<file path="src/rtl/cart_pkg.sv">
// Shared types, header offsets and helpers for the MBC1 cartridge header loader.
package cart_pkg;

    // Scan sequencer states.
    typedef enum logic [2:0] {
        ST_IDLE  = 3'd0,
        ST_REQ   = 3'd1,
        ST_WAIT  = 3'd2,
        ST_GAP   = 3'd3,
        ST_CHECK = 3'd4,
        ST_DONE  = 3'd5,
        ST_FAIL  = 3'd6
    } state_t;

    // Error codes reported on the error output.
    typedef enum logic [1:0] {
        ERR_NONE    = 2'd0,
        ERR_TIMEOUT = 2'd1,
        ERR_CKSUM   = 2'd2,
        ERR_SIZE    = 2'd3
    } err_t;

    // Header byte addresses inside the cartridge ROM.
    localparam logic [15:0] HDR_FIRST = 16'h0134;
    localparam logic [15:0] HDR_TYPE  = 16'h0147;
    localparam logic [15:0] HDR_ROM   = 16'h0148;
    localparam logic [15:0] HDR_RAM   = 16'h0149;
    localparam logic [15:0] HDR_CKSUM = 16'h014D;

    // Largest size codes the MBC1 mapper understands.
    localparam logic [7:0] ROM_CODE_MAX = 8'd6;
    localparam logic [7:0] RAM_CODE_MAX = 8'd3;

    // Width of the per-request timeout counter.
    localparam int TMO_W = 8;

    // Header RAM-size code to mapper ram_size encoding: codes 0 and 1 both mean
    // "no usable banked RAM"; unsupported codes map to 0 and are flagged separately.
    function automatic logic [1:0] map_ram_size(input logic [7:0] code);
        logic [1:0] size;
        case (code)
            8'd2:    size = 2'd2;
            8'd3:    size = 2'd3;
            default: size = 2'd0;
        endcase
        return size;
    endfunction

endpackage

</file>
<file path="src/rtl/cart_hdr_cksum.sv">
// Running header checksum: each enabled byte updates sum <= sum - data - 1 (mod 256).
module cart_hdr_cksum (
    input  logic       i_clk,
    input  logic       i_rst,
    input  logic       i_clr,
    input  logic       i_en,
    input  logic [7:0] i_data,
    output logic [7:0] o_sum
);

    logic [7:0] r_sum;

    // Accumulator: clear at scan launch, fold in one byte per enabled cycle.
    always_ff @(posedge i_clk or posedge i_rst) begin
        // NOTE: sequential state uses non-blocking assignments so every flop samples pre-edge values.
        if (i_rst) begin
            r_sum <= 8'd0;
        end else if (i_clr) begin
            r_sum <= 8'd0;
        end else if (i_en) begin
            r_sum <= r_sum - i_data - 8'd1;
        end
    end

    assign o_sum = r_sum;

endmodule

</file>
<file path="src/rtl/cart_header_loader.sv">
// Boot-time MBC1 configurator: reads header bytes 0x134..0x14D over a req/ack port,
// validates the checksum, and releases mbc_reset once rom/ram/type config is valid.
module cart_header_loader
    import cart_pkg::*;
#(
    parameter int ADR_W        = 21,
    parameter int TIMEOUT      = 255,
    parameter bit AUTO_START   = 1'b1,
    parameter bit STRICT_CKSUM = 1'b1
) (
    input  logic             clk,
    input  logic             reset,
    input  logic             start,
    output logic             mem_req,
    output logic [ADR_W-1:0] mem_adr,
    input  logic             mem_ack,
    input  logic [7:0]       mem_data,
    output logic             busy,
    output logic             cfg_valid,
    output logic             hdr_ok,
    output logic [1:0]       error,
    output logic [7:0]       mbc_type,
    output logic [2:0]       rom_size,
    output logic [1:0]       ram_size,
    output logic             mbc_reset
);

    // Header addresses widened to the memory port width.
    localparam logic [ADR_W-1:0] A_FIRST = ADR_W'(HDR_FIRST);
    localparam logic [ADR_W-1:0] A_TYPE  = ADR_W'(HDR_TYPE);
    localparam logic [ADR_W-1:0] A_ROM   = ADR_W'(HDR_ROM);
    localparam logic [ADR_W-1:0] A_RAM   = ADR_W'(HDR_RAM);
    localparam logic [ADR_W-1:0] A_CKSUM = ADR_W'(HDR_CKSUM);

    // Unanswered wait cycles allowed before a request is abandoned.
    localparam logic [TMO_W-1:0] TMO_LIMIT = TMO_W'(TIMEOUT);

    state_t             r_state;
    logic               r_auto;
    logic [ADR_W-1:0]   r_adr;
    logic               r_req;
    logic               r_busy;
    logic               r_cfg_valid;
    logic               r_hdr_ok;
    err_t               r_error;
    logic               r_size_bad;
    logic [7:0]         r_mbc_type;
    logic [2:0]         r_rom_size;
    logic [1:0]         r_ram_size;
    logic               r_mbc_reset;
    logic [TMO_W-1:0]   r_tmo_cnt;

    logic               w_can_launch;
    logic               w_launch;
    logic               w_capture;
    logic               w_ck_en;
    logic [7:0]         w_sum;
    logic [TMO_W-1:0]   w_tmo_next;

    // A scan may only be launched from a resting state; start while busy is ignored.
    assign w_can_launch = (r_state == ST_IDLE) || (r_state == ST_DONE) || (r_state == ST_FAIL);
    assign w_launch     = w_can_launch && (start || r_auto);

    // Acks are honoured only while waiting on an outstanding request.
    assign w_capture    = (r_state == ST_WAIT) && mem_ack;

    // Every header byte except the stored checksum itself feeds the running sum.
    assign w_ck_en      = w_capture && (r_adr != A_CKSUM);

    assign w_tmo_next   = r_tmo_cnt + TMO_W'(1);

    cart_hdr_cksum u_cksum (
        .i_clk  (clk),
        .i_rst  (reset),
        .i_clr  (w_launch),
        .i_en   (w_ck_en),
        .i_data (mem_data),
        .o_sum  (w_sum)
    );

    // Scan sequencer: walks the header, captures fields and owns every registered output.
    always_ff @(posedge clk or posedge reset) begin
        if (reset) begin
            r_state     <= ST_IDLE;
            r_auto      <= AUTO_START;
            r_adr       <= '0;
            r_req       <= 1'b0;
            r_busy      <= 1'b0;
            r_cfg_valid <= 1'b0;
            r_hdr_ok    <= 1'b0;
            r_error     <= ERR_NONE;
            r_size_bad  <= 1'b0;
            r_mbc_type  <= 8'd0;
            r_rom_size  <= 3'd0;
            r_ram_size  <= 2'd0;
            r_mbc_reset <= 1'b1;
            r_tmo_cnt   <= '0;
        end else begin
            // The auto-start request lives for exactly the first cycle out of reset.
            r_auto <= 1'b0;

            case (r_state)
                ST_IDLE, ST_DONE, ST_FAIL: begin
                    if (w_launch) begin
                        r_adr       <= A_FIRST;
                        r_req       <= 1'b1;
                        r_busy      <= 1'b1;
                        r_cfg_valid <= 1'b0;
                        r_mbc_reset <= 1'b1;
                        r_error     <= ERR_NONE;
                        r_size_bad  <= 1'b0;
                        r_tmo_cnt   <= '0;
                        r_state     <= ST_REQ;
                    end
                end

                ST_REQ: begin
                    // Request is already on the bus; start watching for the ack.
                    r_state <= ST_WAIT;
                end

                ST_WAIT: begin
                    if (mem_ack) begin
                        r_req   <= 1'b0;
                        r_state <= ST_GAP;
                        if (r_adr == A_TYPE) begin
                            r_mbc_type <= mem_data;
                        end
                        if (r_adr == A_ROM) begin
                            r_rom_size <= mem_data[2:0];
                            if (mem_data > ROM_CODE_MAX) begin
                                r_size_bad <= 1'b1;
                            end
                        end
                        if (r_adr == A_RAM) begin
                            r_ram_size <= map_ram_size(mem_data);
                            if (mem_data > RAM_CODE_MAX) begin
                                r_size_bad <= 1'b1;
                            end
                        end
                        if (r_adr == A_CKSUM) begin
                            r_hdr_ok <= (mem_data == w_sum);
                        end
                    end else if (w_tmo_next == TMO_LIMIT) begin
                        // Memory never answered: drop the request and give up.
                        r_req   <= 1'b0;
                        r_busy  <= 1'b0;
                        r_error <= ERR_TIMEOUT;
                        r_state <= ST_FAIL;
                    end else begin
                        r_tmo_cnt <= w_tmo_next;
                    end
                end

                ST_GAP: begin
                    // One idle cycle between requests, then either next byte or verdict.
                    if (r_adr == A_CKSUM) begin
                        r_state <= ST_CHECK;
                    end else begin
                        r_adr     <= r_adr + ADR_W'(1);
                        r_req     <= 1'b1;
                        r_tmo_cnt <= '0;
                        r_state   <= ST_REQ;
                    end
                end

                ST_CHECK: begin
                    // Unsupported size codes outrank a checksum mismatch.
                    if (r_size_bad) begin
                        r_error <= ERR_SIZE;
                        r_busy  <= 1'b0;
                        r_state <= ST_FAIL;
                    end else if (!r_hdr_ok && STRICT_CKSUM) begin
                        r_error <= ERR_CKSUM;
                        r_busy  <= 1'b0;
                        r_state <= ST_FAIL;
                    end else begin
                        r_cfg_valid <= 1'b1;
                        r_mbc_reset <= 1'b0;
                        r_busy      <= 1'b0;
                        r_state     <= ST_DONE;
                    end
                end

                default: begin
                    r_state <= ST_IDLE;
                end
            endcase
        end
    end

    assign mem_req   = r_req;
    assign mem_adr   = r_adr;
    assign busy      = r_busy;
    assign cfg_valid = r_cfg_valid;
    assign hdr_ok    = r_hdr_ok;
    assign error     = r_error;
    assign mbc_type  = r_mbc_type;
    assign rom_size  = r_rom_size;
    assign ram_size  = r_ram_size;
    assign mbc_reset = r_mbc_reset;

endmodule

</file>
<file path="config.mk">
export PLATFORM = sky130hd
export DESIGN_NAME = cart_header_loader
export DESIGN_NICKNAME = d
export VERILOG_FILES = /design/src/rtl/cart_pkg.sv /design/src/rtl/cart_hdr_cksum.sv /design/src/rtl/cart_header_loader.sv
export SDC_FILE = /design/constraint.sdc
export NUM_CORES = 1
export LEC_CHECK = 0
export BUFFER_PORTS_ARGS = -buffer_cell sky130_fd_sc_hd__buf_4
export CORE_ASPECT_RATIO = 0.75
export CORE_MARGIN = 2
export CORE_UTILIZATION = 57
export DETAILED_ROUTE_END_ITERATION = 6
export PLACE_DENSITY = 0.8
export SETUP_SLACK_MARGIN = 0.02
export SYNTH_ARGS = -nofsm -noshare
export SYNTH_HDL_FRONTEND = slang
export SYNTH_SLANG_ARGS = --single-unit
</file>
<file path="constraint.sdc">
create_clock -name clk -period 2.67 [get_ports clk]
set_input_delay 0.534 -clock clk [delete_from_list [all_inputs] [get_ports clk]]
set_output_delay 0.534 -clock clk [all_outputs]
set_load 0.02 [all_outputs]
</file>
======== Word-level counts from Yosys, hierarchy flattened ========
Cells that the tools add are included.
word-level totals
  output and inout bits ................... 41
  flip-flop bits (word level) ............. 62
cells by class
  add/subtract/negate cells ............... 4
  eq/ne operators ......................... 25
  order comparisons ....................... 2
  mux-type cells .......................... 44
  reduce and logical (&&, ||, !) cells .... 26
operators by type and width
  kind                                                                      count
  21-bit by 9-bit == test with 1-bit output, second input constant          4
  8-bit two-way mux                                                         6
  21-bit two-way mux                                                        2
  21-bit one-hot mux with 2 select lines                                    1
  8-bit one-hot mux with 3 select lines                                     1
  21-bit by 1-bit adder with 21-bit output, second input constant           1
  21-bit by 9-bit inequality test with 1-bit output, second input constant  1
  3-bit AND reduction                                                       6
  8-bit by 2-bit == test with 1-bit output, second input constant           2
  1-bit two-way mux                                                         15
  3-bit one-hot mux with 5 select lines                                     1
  2-bit two-way mux                                                         7
  3-bit two-way mux                                                         4
  2-bit inequality test, second input constant                              6
  4-bit AND reduction                                                       3
  5-bit AND reduction                                                       2
  3-bit == test, second input constant                                      3
  8-bit by 1-bit adder with 8-bit output, second input constant             1
  8-bit == test                                                             1
  8-bit == test, second input constant                                      1
  8-bit by 2-bit > comparator with 1-bit output, second input constant      1
  8-bit by 3-bit > comparator with 1-bit output, second input constant      1
  2-bit nonzero test                                                        4
  8-bit by 1-bit subtractor with 8-bit output, second input constant        1
  16 further kinds                                                          26

======== Longest topological paths before layout ========
Gate-level depths: netlist (run 1).
  depth after elaboration ................. 7
  gate-level depth with buffers ........... 9

======== By module ========
Synthesis (run 1) repeated with hierarchy kept, for this count alone.
second synthesis, totals
  cells, all modules ...................... 416
  area total of the unflattened synthesis .. 3891.2 um2
by module, submodules not included
  module              times used  seq. area each (um2)  area each (um2)  cells an instance
  cart_header_loader  1           1353.8                3196.8           337
  cart_hdr_cksum      1           200.2                 694.4            79

======== Least setup slack after synthesis (run 1) ========
OpenSTA, ideal clock, no wires.
  path type ............................... reg-to-reg
  start ................................... register r_tmo_cnt[0]
  end ..................................... register r_tmo_cnt[1]
  period minus slack after synthesis ...... 2.254 ns
  required time ........................... 2.542 ns
  arrival time ............................ 2.127 ns
  path buffers ............................ 0
  stages on the path, launching flop included .. 8
  path slack .............................. 0.416 ns
  path through ............................ dfrtp_1 ha_1 nand3_2 or3_4 a2111o_1 nor2_1 nand3b_2 mux2_1
between the ends
  longest elaborated chain between the ends .. 4
RTL lines
  what                                                                                           line                       RTL
  from (decl)                                                                                    cart_header_loader.sv:51   logic [TMO_W-1:0] r_tmo_cnt;
  from (signal assigned)                                                                         cart_header_loader.sv:151  r_tmo_cnt <= w_tmo_next;
  8-bit by 1-bit adder with 8-bit output *                                                       cart_header_loader.sv:70   assign w_tmo_next = r_tmo_cnt + TMO_W'(1);
  8-bit == test / 8-bit two-way mux (equally long branches)                                      cart_header_loader.sv:144  end else if (w_tmo_next == TMO_LIMIT) begin
  2-bit inequality test (no line) / 8-bit two-way mux (equally long branches)                    n/a
  5-bit AND reduction (no line) / 8-bit one-hot mux with 3 select lines (equally long branches)  n/a
Mark *: on every way between the ends. The rest lies on a longest branch, timed or not. The select of a mux whose other input is x is not followed.
A chain may end at the register's enable or synchronous reset.

======== Worst setup path in the final report (run 1) ========
  start ................................... register r_state[0]
  end ..................................... register r_adr[7] (netlist: mem_adr[7])
between the ends
  longest elaborated chain between the ends .. 6
RTL lines
  what                                                        line                                                 RTL
  from (decl)                                                 cart_header_loader.sv:38                             state_t r_state;
  from (signal assigned)                                      cart_header_loader.sv:84                             r_state <= ST_IDLE;
  from (signal assigned)                                      cart_header_loader.sv:113                            r_state <= ST_REQ;
  from (signal assigned)                                      cart_header_loader.sv:119                            r_state <= ST_WAIT;
  3-bit == test / 3-bit logical NOT (equally long branches)   cart_header_loader.sv:61, cart_header_loader.sv:102
  1-bit logical OR (2 in a row)                               cart_header_loader.sv:61                             assign w_can_launch = (r_state == ST_IDLE) || (r_state == ST_DONE) || (r_state == ST_FAIL);
  1-bit logical AND                                           cart_header_loader.sv:62                             assign w_launch = w_can_launch && (start || r_auto);
  2-bit by 1-bit inequality test with 1-bit output (no line)  n/a
  3-bit AND reduction (no line)                               n/a
  to (signal assigned)                                        cart_header_loader.sv:160                            r_adr <= r_adr + ADR_W'(1);
  to (decl)                                                   cart_header_loader.sv:40                             logic [ADR_W-1:0] r_adr;
Several ways; a longest one is shown, not always the timed one.

==> results of run 1 <==
==> synthesized netlist by cell type (all sizes together) (5+ instances only) <==
library cell / number
a21o: 5
a21oi: 15
a31oi: 12
and4: 6
buf: 7
dfrtp: 60
ha: 12
inv: 15
mux2: 5
nand2: 53
nand2b: 6
nand3: 25
nand4: 6
nor2: 23
nor3: 9
nor4: 6
o21ai: 29
o31ai: 10
or3: 6
or4: 6
xnor2: 7
xor2: 7
==> cells in the final DEF, fill, tap and decap left out, drive strengths merged, types with 4 or more instances in the layout <==
cell,Yosys,routed
clkbuf,4,12
and4,6,6
dfrtp,60,60
nor4,6,6
xnor2,7,7
nand4,6,6
nor3,9,9
a31oi,12,12
or3,6,6
nand2b,6,6
nand3,25,25
o21ai,29,29
o22a,4,4
a21o,5,5
ha,12,12
nor2,23,23
mux2i,4,4
mux2,5,5
buf,7,63
o31ai,10,10
xor2,7,7
or4,6,6
nand2,53,53
inv,15,15
a21oi,15,15
a41o,4,4
==> power by group through the flow <==
stage,combinational (mW),sequential (mW),clock (mW)
2_1_floorplan,1.09,1.27,0
3_3_place_gp,1.40,1.27,0
3_5_place_dp,1.44,1.28,0
4_1_cts,1.45,1.26,0.833
5_1_grt,1.60,1.29,0.869
6_report,1.46,1.27,0.825
==> through the flow <==
stage          util, %  hold WS, ns  setup WS (ns)  instances
6_report          69.2        0.248          0.158        532
5_1_grt           69.2        0.289         0.0378        532
4_1_cts           69.2        0.269          0.195        532
3_5_place_dp      66.2        0.472          0.212        516
3_3_place_gp      66.2        0.463          0.285        516
2_1_floorplan        -        0.471          0.416        384
==> logic make-up after synthesis <==
family / count (synthesis) / synth area share, %
compound gates: 94 / 17.3
xor+xnor: 14 / 3.39
fa+ha+maj: 13 / 4.70
buf+inv: 27 / 4.04
flops: 62 / 42.9
mux: 9 / 2.66
other cells: 1 / 0.104
simple gates: 164 / 24.9
==> state kept, by name, indices dropped and copies added (netlist names), 2 cells and up <==
name / cells
u_cksum.o_sum: 8
error: 2
r_tmo_cnt: 8
ram_size: 2
r_state: 3
rom_size: 3
mem_adr: 21
mbc_type: 8
==> tightest hold or removal path, cell delays in order <==
cell and delay, ns:
buf_4 0.11, inv_2 0.06, buf_12 0.29
==> how the worst min path moves through the flow <==
stage | startpoint | endpoint | slack (ns) | cells after the start
floorplan | u_cksum.o_sum[0] | u_cksum.o_sum[0] | 0.47 | 2
global placement | cfg_valid | cfg_valid | 0.46 | 2
detailed placement | mbc_type[4] | mbc_type[4] | 0.47 | 2
CTS | reset | mem_adr[2] | 0.27 | 3
global route | reset | mbc_type[2] | 0.29 | 3
finish | reset | cfg_valid | 0.25 | 3
==> per-layer routing <==
metal | GRT usage (%) | up-vias
met3 | 7.13 | 8
met5 | 0 | -
met2 | 40.4 | 91
li1 | - | 1536
met1 | 40.0 | 1542
met4 | 6.67 | 0
==> area by class of cell <==
type | instances | area (um2) | area share, %
inverters | 15 | 56.3 | 1.31
clock buffers | 12 | 145 | 3.37
multi-input cells | 295 | 1920 | 44.6
clock inverters | 4 | 47.5 | 1.10
flip-flops and latches | 62 | 1550 | 36.1
repair buffers | 63 | 485 | 11.3
well taps | 81 | 101 | 2.35
==> flow_summary.json, run 1 <==
{
  "die_area_um2": 7010,
  "clock-skew-final_ns": 0.00916,
  "worst_setup_path_end_kind": "register",
  "synthFlopType": "dfrtp_1",
  "routed_wl_um": 8910,
  "vias": 3177,
  "yosysWarnings": 0,
  "grt_pass1_wl_um": 14400,
  "async_flop_share_pct": 100,
  "crit_buf_inv": 0,
  "rows": 25,
  "fillCellCount": 492,
  "met1Wirelength_um": 4220,
  "worstHoldPathType": "input port to async pin",
  "hold_viol": 0,
  "grt_usage_pct": 27.2,
  "status": "finished, final reports clean",
  "grt_pass1_vias": 2896,
  "dr_wl_met3_um": 545,
  "globalRoute.totalOverflow": 0,
  "path_delay_family": "compound AO/OA/AOI/OAI gates",
  "pwr-share-comb_pct": 41.2,
  "hpwl_um": 6400,
  "path_cells": "xor2_1, mux2_2, o21ai_1, o21ai_1, a31oi_1, a41o_1",
  "cts.sinks": 62,
  "synth-edff-count": 0,
  "ir_drop_v": 0.000435,
  "crit_fanout": 12,
  "tightestPinTransition_ns": 0.852,
  "finalMaxSlewViolations": 0,
  "first_pass_iters": 5,
  "setup_violations": 0,
  "die_h_um": 73.0,
  "synth.avg_cell_area_um2": 9.43,
  "syn_nets": 409,
  "crit_slowest_cell": "dfrtp_1",
  "core_area_um2": 6220,
  "syn_area_um2": 3620,
  "seqPwrFrac_pct": 35.6,
  "swShare_pct": 41.1,
  "cpMostUsedCell": "o21ai_1",
  "yosys.area.top_type_share_pct": 41.5,
  "max_freq_mhz": 398,
  "cts_setup_buffers": 0,
  "wl_per_cell_um": 16.7,
  "min_period_ns": 2.51,
  "p_per_area_nw_per_um2": 825,
  "die_w_um": 96.0,
  "yosysUniqueCellTypes": 72,
  "clockRootBuffer": "clkbuf_8",
  "layout.nets": 471,
  "htreeDepth": 3,
  "area_delta_synth_final_pct": 19.0,
  "r2r_start": "r_state[0]",
  "ant_nets": 0,
  "slew_headroom_pct": 42.8,
  "cts_tree": "done",
  "power.share.clock_pct": 23.2,
  "reg2regPathDepth": 6,
  "rsz0062_at_grt": "no",
  "place_congestion": 1.02,
  "intPower_mw": 2.10,
  "top_layer_used": "met4",
  "worstPathRequired_ns": 2.95,
  "tns_ns": 0,
  "path_class": "register to register",
  "antenna_found_initial": 0,
  "yosysSeqAreaShare_pct": 42.9,
  "cpPeakStageDelay_ns": 0.52,
  "antenna_cells": 0,
  "wl_met2_um": 4070,
  "clockBufferDepth": 2,
  "leakagePower_nw": 1.97,
  "total_power_mw": 3.56,
  "postSynthCellCount": 384,
  "cp-endpoint": "mem_adr[7]",
  "post_cts_resize_count": 0,
  "via_per_inst": 5.97,
  "min_period_over_period_pct": 94.1,
  "start_kind": "register",
  "power_switching_mw": 1.46,
  "synth-seq-cells": 62,
  "r2r_setup_slack_ns": 0.16,
  "place_area_um2": 4120,
  "drc": 0,
  "clkTransAtPathRegs_ns": 0.07,
  "port_buffers": 52,
  "synth.area.top_cells": "dfrtp_1, nand2_1, ha_1, o21ai_0, nand3_1",
  "synth_top_area_cell": "dfrtp_1",
  "crit_start": "r_state[0]",
  "grt_max_degree": 63,
  "final_area_um2": 4310,
  "io_pins": 53,
  "ctsHoldBuffers": 0,
  "initial_utilization_pct": 58.2,
  "worstPathArrival_ns": 2.79,
  "drv_cap": 0,
  "drt_iter0_drc": 215,
  "numCtsBuffers": 9,
  "insertion_delay_ns": 0.35,
  "path_depth": 6,
  "r2r-end": "mem_adr[7]",
  "post_route_cells_drive_above_1_share_pct": 24.4
}
Note: power is estimated with default switching activity, not from simulation.
==> run 2, diff against run 1 <==
- RECOVER_POWER: default -> 50
==> run 2 against run 1 <==
The flow now finishes with violations (max-capacitance violations, max-slew violations). Design area shrank 2.1%. Count of clock-buffer cells in the layout unchanged. Final cell count is the same. Sequential share of layout area up 0.77 points. Clock skew increased by 0.0011 ns. Non-clock buffer count unchanged. Wire length up 0.38%. Critical path type unchanged. Critical endpoint unchanged. Largest cell class unchanged.
==> flow_summary.json, run 2 (synthesis results as in run 1) <==
{
  "drc": 0,
  "hold_ws_ns": 0.457,
  "tns_ns": 0,
  "post_route_cells_drive_above_1_share_pct": 19.7,
  "post_cts_resize_count": 0,
  "ctsHoldBuffers": 0,
  "core_area_um2": 6220,
  "place_congestion": 1.02,
  "ant_nets": 0,
  "first_pass_iters": 5,
  "grt_pass1_wl_um": 14400,
  "worstPathRequired_ns": 2.95,
  "insertion_delay_ns": 0.35,
  "clockBufferDepth": 2,
  "clock-skew-final_ns": 0.0102,
  "status": "finished, violations left",
  "layout.nets": 471,
  "antenna_cells": 0,
  "setup_violations": 0,
  "fillCellCount": 516,
  "initial_utilization_pct": 58.2,
  "routed_wl_um": 8940,
  "path_class": "register to register",
  "tightestPinTransition_ns": 1.56,
  "max_freq_mhz": 400,
  "antenna_found_initial": 0,
  "drt_iter0_drc": 242,
  "cts.sinks": 62,
  "grt_max_degree": 63,
  "clkTransAtPathRegs_ns": 0.07,
  "min_period_over_period_pct": 93.6,
  "worstPathArrival_ns": 2.78,
  "clockRootBuffer": "clkbuf_8",
  "worstHoldPathType": "input port to register",
  "port_buffers": 52,
  "globalRoute.totalOverflow": 0,
  "leakagePower_nw": 1.89,
  "rows": 25,
  "vias": 3186,
  "htreeDepth": 3,
  "seq_area_um2": 1550,
  "mostFrequentLayoutCell": "dfrtp_1",
  "die_area_um2": 7010,
  "finalMaxSlewViolations": 63,
  "hold_viol": 0,
  "start_kind": "register",
  "ir_drop_v": 0.000434,
  "grt_usage_pct": 27.2,
  "grt_pass1_vias": 2896,
  "multiInputGateArea_um2": 1920,
  "via_per_inst": 5.99,
  "total_power_mw": 3.53,
  "min_period_ns": 2.50,
  "numCtsBuffers": 9,
  "cts_tree": "done",
  "r2r_setup_slack_ns": 0.17,
  "cts_setup_buffers": 0,
  "final_cell_mix": "dfrtp_1, nand2_1, buf_4",
  "io_pins": 53,
  "die_h_um": 73.0,
  "hpwl_um": 6400,
  "p_per_area_nw_per_um2": 836,
  "largest_reg_flops": 21,
  "rsz0062_at_grt": "no",
  "wl_per_cell_um": 16.8,
  "die_w_um": 96.0,
  "failed_checks": "max-capacitance violations, max-slew violations",
  "worst_setup_path_end_kind": "register",
  "crit_fanout": 12,
  "slew_headroom_pct": -4.06,
  "drv_cap": 1,
  "area_delta_synth_final_pct": 16.6
}
==> run 2: report_power, final <==
part,switching (mW),total (mW),internal (mW)
Clock,0.370,0.824,0.454
Combinational,0.902,1.44,0.536
Sequential,0.183,1.27,1.08
==> run 2: path summary, 6_finish.rpt <==
kind,from,endpoint,cells after the start
worst min register to register,mbc_type[4],mbc_type[4],2
max in group asynchronous,reset,mem_adr[0],3
worst max-delay path,r_state[0],mem_adr[7],6
min in group asynchronous,reset,rom_size[1],3
worst max register to register,r_state[0],mem_adr[7],6
worst min-delay path,mem_data[0],ram_size[0],3
==> run 2: final cells by class <==
class,instances,share of cell area (%)
well taps,81,2.40
multi-input cells,295,45.5
clock inverters,4,1.13
repair buffers,63,9.37
clock buffers,12,3.44
flip-flops and latches,62,36.8
inverters,15,1.33
==> run 2: layer usage <==
metal  vias to the layer above  part of all wire [%]  global-route usage, %
met2                        94                    46                   40.4
met1                      1548                    47                   40.0
li1                       1536                     -                      -
met4                         0                  0.74                   6.67
met3                         8                   6.4                   7.13
met5                         -                     0                      0
==> run 2: critical path: stages (launching register included) <==
cell and delay, ns:
dfrtp_1 0.51, xor2_1 0.23, mux2_2 0.32, o21ai_1 0.46, o21ai_1 0.46, a31oi_1 0.31, a41o_1 0.13
==> run 2: through the flow <==
step	instances	cell area [um2]	worst slack (ns)	util [%]
5_1_grt	532	4220	0.0378	67.8
3_3_place_gp	516	4120	0.285	66.2
4_1_cts	532	4310	0.195	69.2
2_1_floorplan	384	3620	0.416	-
3_5_place_dp	516	4120	0.212	66.2
6_report	532	4220	0.172	67.8
